===== src/rtl/wishbone_pkg.sv =====
// Shared types for the Wishbone round-robin arbiter: FSM states and the byte-select width rule.
package wishbone_pkg;

  typedef enum logic {IDLE = 1'b0, GRANTED = 1'b1} arb_state_e;

  function automatic int sel_width(input int data_width);
    return data_width / 8;
  endfunction

endpackage


===== src/rtl/rr_priority_picker.sv =====
// Combinational round-robin picker: first requester at or after (last+1) mod N, one-hot.
module rr_priority_picker #(
  parameter int N = 2,
  localparam int PW = (N > 1) ? $clog2(N) : 1
) (
  input  logic [N-1:0]  req,
  input  logic [PW-1:0] last,
  output logic [N-1:0]  gnt
);

  always_comb begin
    logic          found;
    logic [PW-1:0] idx;
    gnt   = '0;
    found = 1'b0;
    idx   = '0;
    for (int i = 1; i <= N; i++) begin
      idx = PW'((int'(last) + i) % N);
      if (!found && req[idx]) begin
        gnt[idx] = 1'b1;
        found    = 1'b1;
      end
    end
  end

endmodule


===== src/rtl/wishbone_arbiter.sv =====
// Round-robin Wishbone classic arbiter granting whole cyc tenures to NUM_MASTERS masters.
// Optional slave watchdog enabled by defining WB_ARBITER_TIMEOUT_EN.
module wishbone_arbiter
  import wishbone_pkg::*;
#(
  parameter int NUM_MASTERS    = 2,
  parameter int ADDR_WIDTH     = 32,
  parameter int DATA_WIDTH     = 32,
  parameter int TIMEOUT_CYCLES = 255,
  localparam int SEL_WIDTH     = sel_width(DATA_WIDTH),
  localparam int PW            = $clog2(NUM_MASTERS)
) (
  input  logic                              clk_i,
  input  logic                              rst_i,
  input  logic [NUM_MASTERS-1:0]            m_cyc_i,
  input  logic [NUM_MASTERS-1:0]            m_stb_i,
  input  logic [NUM_MASTERS-1:0]            m_we_i,
  input  logic [NUM_MASTERS*ADDR_WIDTH-1:0] m_adr_i,
  input  logic [NUM_MASTERS*SEL_WIDTH-1:0]  m_sel_i,
  input  logic [NUM_MASTERS*DATA_WIDTH-1:0] m_dat_i,
  output logic [DATA_WIDTH-1:0]             m_dat_o,
  output logic [NUM_MASTERS-1:0]            m_ack_o,
  output logic [NUM_MASTERS-1:0]            m_err_o,
  output logic [NUM_MASTERS-1:0]            m_rty_o,
  output logic                              cyc_o,
  output logic                              stb_o,
  output logic                              we_o,
  output logic [ADDR_WIDTH-1:0]             adr_o,
  output logic [SEL_WIDTH-1:0]              sel_o,
  output logic [DATA_WIDTH-1:0]             dat_o,
  input  logic [DATA_WIDTH-1:0]             dat_i,
  input  logic                              ack_i,
  input  logic                              err_i,
  input  logic                              rty_i,
  output logic [NUM_MASTERS-1:0]            grant_o
);

  arb_state_e             state;
  logic [PW-1:0]          last, owner;
  logic [NUM_MASTERS-1:0] grant, next_grant, live;
  logic                   owner_cyc, timeout_hit;

  rr_priority_picker #(.N(NUM_MASTERS)) u_picker (
    .req  (m_cyc_i),
    .last (last),
    .gnt  (next_grant)
  );

  // Everything on the bus is gated by the owner's own cyc, so a drop frees the bus at once.
  assign live      = grant & m_cyc_i;
  assign owner_cyc = |live;
  assign grant_o   = grant;
  assign m_dat_o   = dat_i;
  assign m_ack_o   = live & {NUM_MASTERS{ack_i}};
  assign m_rty_o   = live & {NUM_MASTERS{rty_i}};
  assign m_err_o   = live & {NUM_MASTERS{err_i | timeout_hit}};
  assign cyc_o     = owner_cyc;
  assign stb_o     = (|(live & m_stb_i)) & ~timeout_hit;
  assign we_o      = |(live & m_we_i);

  always_comb begin
    owner = '0;
    adr_o = '0;
    sel_o = '0;
    dat_o = '0;
    for (int k = 0; k < NUM_MASTERS; k++) begin
      if (grant[k]) owner = PW'(k);
      if (live[k]) begin
        adr_o |= m_adr_i[k*ADDR_WIDTH +: ADDR_WIDTH];
        sel_o |= m_sel_i[k*SEL_WIDTH +: SEL_WIDTH];
        dat_o |= m_dat_i[k*DATA_WIDTH +: DATA_WIDTH];
      end
    end
  end

  always_ff @(posedge clk_i) begin
    if (rst_i) begin
      state <= IDLE;
      grant <= '0;
      last  <= PW'(NUM_MASTERS - 1);
    end else begin
      case (state)
        IDLE: if (|m_cyc_i) begin
          grant <= next_grant;
          state <= GRANTED;
        end
        GRANTED: if (!owner_cyc) begin
          last  <= owner;
          grant <= '0;
          state <= IDLE;
        end
      endcase
    end
  end

`ifdef WB_ARBITER_TIMEOUT_EN
  localparam int TW = $clog2(TIMEOUT_CYCLES + 1);
  logic [TW-1:0] tmo_cnt;

  // Hit cycle errors the owner and suppresses stb; the owner still holds the grant.
  assign timeout_hit = owner_cyc && (tmo_cnt == TW'(TIMEOUT_CYCLES));

  always_ff @(posedge clk_i) begin
    if (rst_i || state != GRANTED || !owner_cyc || timeout_hit || ack_i || err_i || rty_i)
      tmo_cnt <= '0;
    else if (stb_o)
      tmo_cnt <= tmo_cnt + TW'(1);
  end
`else
  logic unused_timeout;
  assign timeout_hit    = 1'b0;
  assign unused_timeout = (TIMEOUT_CYCLES == 0);
`endif

endmodule


===== config.mk =====
export PLATFORM = sky130hd
export DESIGN_NAME = wishbone_arbiter
export DESIGN_NICKNAME = d
export VERILOG_FILES = /design/src/rtl/wishbone_pkg.sv /design/src/rtl/rr_priority_picker.sv /design/src/rtl/wishbone_arbiter.sv
export SDC_FILE = /design/constraint.sdc
export NUM_CORES = 1
export LEC_CHECK = 0
export ABC_AREA = 1
export CAP_MARGIN = 20
export CELL_PAD_IN_SITES_DETAIL_PLACEMENT = 1
export CELL_PAD_IN_SITES_GLOBAL_PLACEMENT = 1
export CORE_MARGIN = 1.5
export CORE_UTILIZATION = 10
export DETAILED_ROUTE_END_ITERATION = 16
export GPL_TIMING_DRIVEN = 0
export PLACE_DENSITY = 0.87
export SLEW_MARGIN = 25
export SYNTH_ARGS = -nofsm -noshare
export SYNTH_HDL_FRONTEND = slang
export SYNTH_SLANG_ARGS = --single-unit

===== constraint.sdc =====
create_clock -name clk_i -period 1.51 [get_ports clk_i]
set_input_delay 0.302 -clock clk_i [delete_from_list [all_inputs] [get_ports clk_i]]
set_output_delay 0.302 -clock clk_i [all_outputs]
set_load 0.01 [all_outputs]

# ---- After elaboration in Yosys (flattened, before gate mapping)
# Cells that the tools add are included.
dict set report word_totals {
  ff_bits 4
  output_inout_bits 111
  elab_cells 57
}
dict set report op_classes {
  add_sub_neg 2
  n_lt_le_gt_ge 4
  eq_ne 2
  mux 24
  bitwise 12
  n_reduce_logical 10
}
# operator count
set op_table {}
lappend op_table {{two-way mux 32 bit} 4}
lappend op_table {{OR 32 bit} 2}
lappend op_table {{AND 2 bit} 6}
lappend op_table {{two-way mux 1 bit} 10}
lappend op_table {{two-way mux 2 bit} 4}
lappend op_table {{two-way mux 4 bit} 2}
lappend op_table {{OR reduction 2 bit} 4}
lappend op_table {{< comparator 1 x 2 -> 1 bit (second input constant)} 2}
lappend op_table {{inequality test 2 bit (second input constant)} 2}
lappend op_table {{OR 4 bit} 1}
lappend op_table {{one-hot mux 2 bit (2 select lines)} 1}
lappend op_table {{AND reduction 2 bit} 2}
lappend op_table {{logical AND 1 bit} 3}
lappend op_table {{adder 1 bit (second input constant)} 2}
lappend op_table {{demux 1 bit (select 1 bit)} 2}
lappend op_table {{greater-or-equal comparator 1 bit (second input constant)} 2}
lappend op_table {{NOT 1 bit} 2}
lappend op_table {{OR 2 bit} 1}
lappend op_table {{one-hot mux 1 bit (2 select lines)} 1}
lappend op_table {{logical NOT 1 bit} 1}

# ---- Depth between registers and ports, before layout
dict set report logic_depth {
  depth_word 10
  mapped_depth 5
  depth_no_buf 5
}

# ---- Modules after synthesis
# Synthesis repeated with hierarchy kept, for this count alone.
dict set report hier_totals {
  cells_unflattened 154
  area_unflattened_um2 1263.7
}
# mod n_inst cells_per_inst area_each_um2 seq_area_each_um2
set modules_own_cells {}
lappend modules_own_cells {wishbone_arbiter 1 149 1243.7 80.1}
lappend modules_own_cells {rr_priority_picker 1 5 20.0 0.0}

# ---- Least setup slack after synthesis
# No wires, ideal clock.
dict set report synth_path {
  path_kind {flip-flop to output port}
  start {register grant[0] (netlist: grant_o[0])}
  end {output adr_o[0]}
  arrival_time_ns 0.912
  required_ns 1.208
  path_slack_ns 0.296
  stages_incl_launch_ff 5
  cell_sequence {dfxtp_1 -> nand2_4 -> inv_8 -> buf_6 -> a22o_1}
}
dict set report synth_between {
  elab_chain_cells 4
}
# item line
set synth_rtl {}
lappend synth_rtl {{start, declared} wishbone_arbiter.sv:40} ;# logic [NUM_MASTERS-1:0] grant, next_grant, live;
lappend synth_rtl {{start signal, assigned} wishbone_arbiter.sv:84} ;# grant <= next_grant;
lappend synth_rtl {{AND 2 bit *} wishbone_arbiter.sv:50} ;# assign live = grant & m_cyc_i;
lappend synth_rtl {{two-way mux 32 bit *} wishbone_arbiter.sv:68} ;# if (live[k]) begin
lappend synth_rtl {{OR 32 bit} wishbone_arbiter.sv:69} ;# adr_o |= m_adr_i[k*ADDR_WIDTH +: ADDR_WIDTH];
lappend synth_rtl {{two-way mux 32 bit *} wishbone_arbiter.sv:68}
lappend synth_rtl {{end, declared} wishbone_arbiter.sv:28} ;# output logic [ADDR_WIDTH-1:0] adr_o,
# Every way passes the cells marked *; elsewhere a longest branch is shown, timed or not.

# ---- Worst setup path after layout
dict set report layout_path {
  start {input m_cyc_i[0]}
  end {output adr_o[10]}
}
dict set report layout_between {
  elab_chain_cells 4
}
# item line
set layout_rtl {}
lappend layout_rtl {{start, declared} wishbone_arbiter.sv:15} ;# input logic [NUM_MASTERS-1:0] m_cyc_i,
lappend layout_rtl {{AND 2 bit *} wishbone_arbiter.sv:50}
lappend layout_rtl {{two-way mux 32 bit *} wishbone_arbiter.sv:68}
lappend layout_rtl {{OR 32 bit} wishbone_arbiter.sv:69}
lappend layout_rtl {{two-way mux 32 bit *} wishbone_arbiter.sv:68}
# Marked as above.

==> results.py <==
metrics = {
    "status": {
        "outcome": "finished with violations",
        "violations": "setup timing",
    },
    "worst_setup_path": {
        "cp-start-kind": "input port",
        "r2r_slack_ns": 0.42,
        "rr_worst_depth": 6,
        "slowest_delay_ns": 0.23,
        "crit_fanout": 6,
        "cp.arrival_ns": 1.35,
        "slowest_stage": "clkdlybuf4s15_2",
        "path_class": "input port to primary output",
        "reg2reg_from": "grant_o[1]",
        "crit_required_ns": 1.21,
        "end_kind": "primary output",
        "worstPathCellList": "clkdlybuf4s15_2 > nand2_4 > inv_8 > buf_12 > buf_8 > a22o_1 > buf_2",
        "rr_endpoint": "grant_o[1]",
    },
    "sta": {
        "fin_skew_ns": 0.0004452,
        "setup_ws_ns": -0.1450,
        "drv_slew": 0,
        "finalCritPeriodShare_pct": 109.6,
        "final-setup-viol-count": 70,
        "slew_headroom_pct": 73.19,
        "min_period_ns": 1.655,
        "hold-worst-slack_ns": 0.4888,
        "max_slew.worst_pin.slew_ns": 0.3995,
        "rsz0062_at_grt": "yes",
        "setup_tns_ns": -7.289,
        "clock.fmax_mhz": 604.2,
        "hold_violations": 0,
    },
    "power": {
        "leakage_nw": 1.917,
        "combPwrFrac_pct": 69.7,
        "ir_drop_mv": 0.3363,
        "swShare_pct": 30.35,
        "p_int_mw": 1.261,
        "p_per_area_nw_per_um2": 450.0,
        "p_seq_share_pct": 7.3,
        "power.switching_mw": 0.5493,
        "pwr-share-clk_pct": 23.0,
    },
    "detailed_routing": {
        "firstDrtPassIters": 4,
        "postRouteAntennaNets": 0,
        "dr_total_vias": 2362,
        "viasPerCell": 3.885,
        "drt_iter0_drc": 40,
        "wl_um": 9692,
        "wl_per_cell_um": 15.94,
        "drc_errors": 0,
    },
    "global_routing": {
        "grt_pass1_vias": 2447,
        "gr-total-overflow": 0,
        "grt_antenna_before_repair": 0,
        "track_usage_pct": 12.17,
        "grt_pass1_wl_um": 12810,
        "grt_max_degree": 11,
    },
    "layout": {
        "synthToLayoutAreaGrowth_pct": 210.9,
        "fill_cells": 1559,
        "drive_gt1_share_pct": 34.40,
        "seq_area_um2": 87.58,
        "multi_input_area_um2": 754.5,
        "design_area_um2": 4023,
        "diodes": 0,
        "nNetsFinal": 617,
    },
    "run": {
        "cap_violations": 0,
    },
    "min_path": {
        "worstHoldEndpoint": "state",
        "hold_depth": 2,
        "hold_path.class": "flop to flop",
        "hp-start": "state",
    },
    "clock_tree": {
        "cts_tree": "yes",
        "numCtsBuffers": 3,
        "clockBufferDepth": 2,
        "clk_latency_ns": 0.23,
        "root_buffer": "clkbuf_16",
        "h-tree-depth": 1,
        "clock-sinks": 4,
        "clkTransAtPathRegs_ns": 0.03,
    },
    "synthesis": {
        "ys_types": 15,
        "synth_fp_nets": 340,
        "ys_seq_area_share_pct": 6.190,
        "syn_inst": 161,
        "syn-cell-area_um2": 1294,
        "yosysWarningCount": 0,
        "synth.avg_cell_area_um2": 8.036,
        "ys_ff_latch": 4,
    },
    "place": {
        "gp_congestion": 0.7197,
        "io_buffers": 257,
        "pre_cts_slack_ns": -0.8601,
        "hpwl_um": 8174,
        "placed_area_um2": 4081,
    },
    "floorplanning": {
        "die_area_um2": 13630,
        "ioPinCount": 290,
        "die_w_um": 116.7,
        "coreArea_um2": 12620,
        "initial_utilization_pct": 10.25,
        "die_h_um": 116.7,
        "row_count": 41,
    },
}
cell type report:
class                      instances  area share, %
inverter                          11          1.400
sequential                         4          2.177
timing repair buffer             273          60.25
clock buffer                       3          1.866
multi-input combinational         99          18.76
buffer                            46          10.20
tap                              172          5.350
placed cells by master (no fill, tap or decap):
cell type,n
a21oi_1,3
a22o_1,70
buf_12,3
buf_16,1
buf_2,65
buf_4,38
buf_6,24
buf_8,2
clkbuf_16,3
clkbuf_2,5
clkdlybuf4s15_2,2
clkdlybuf4s50_1,176
dfxtp_1,2
dfxtp_4,2
dlygate4sd2_1,3
inv_1,9
inv_8,2
nand2_1,8
nand2_4,2
nand3_1,2
nand3_2,1
nor2_1,11
o211ai_1,1
o21ai_1,1
what timing repair did:
action                     4_1_cts  5_1_grt
setup buffers                   11        0
setup endpoints to repair       78       76
hold buffers                     0        0
cloned                           5        0
pin swaps                        3        1
resized for setup              327       12
cells in the mapped netlist, drive strengths merged:
cell type	count	area share, %
o211ai	1	0.58
o21ai	1	0.39
nand2	10	4.1
a21oi	3	1.2
buf	47	31
dfxtp	4	6.2
nor2	11	3.2
a22o	70	47
nand3	3	1.5
inv	11	4.2
how the worst max path moves through the flow:
stage	from	to	slack, ns	cells after the start
finish	m_cyc_i[0]	adr_o[10]	-0.15	7
global route	grant_o[0]	adr_o[10]	-0.17	6
CTS	grant_o[0]	adr_o[10]	-0.16	6
detailed placement	m_cyc_i[0]	adr_o[12]	-0.86	6
global placement	m_cyc_i[1]	adr_o[10]	-0.79	6
floorplan	grant_o[0]	adr_o[0]	0.30	4
layer usage:
layer	part of all wire, %	global-route usage, %	up-vias
li1	-	-	1126
met1	33	12.05	1089
met2	56	25.85	139
met3	9.2	2.283	8
met4	0.85	2.249	0
met5	0	0	-
worst max-delay path: cells and delay by family:
kind	cells	cell delay [ns]
compound gates	1	0.22
simple gates	1	0.12
buf+inv	5	0.70
power by group through the flow:
stage	logic [mW]	registers (mW)	clock network [mW]
global placement	1.28	0.132	0
floorplan	0.464	0.131	0
CTS	1.27	0.131	0.423
detailed placement	1.31	0.133	0
finish	1.26	0.131	0.416
global route	1.34	0.133	0.434
through the flow:
step,power [mW],util (%),std cells
final,1.810,31.88,608
after global routing,1.909,31.88,608
after CTS,1.823,31.95,608
after detailed placement,1.445,32.34,590
after global placement,1.410,32.34,590
after floorplan,0.5951,-,161
state kept, by name (all words and copies together), names as in the netlist:
signal	cells
grant_o	2
state	1
last	1
cell families after synthesis:
logic type             after synthesis  share of synthesized area, %
and+or+nand+nor                     24                         8.801
AOI/OAI and AO/OA                   75                         49.52
DFF                                  4                         6.190
buffers and inverters               58                         35.49
No activity file was read; power rests on OpenSTA's default activity.
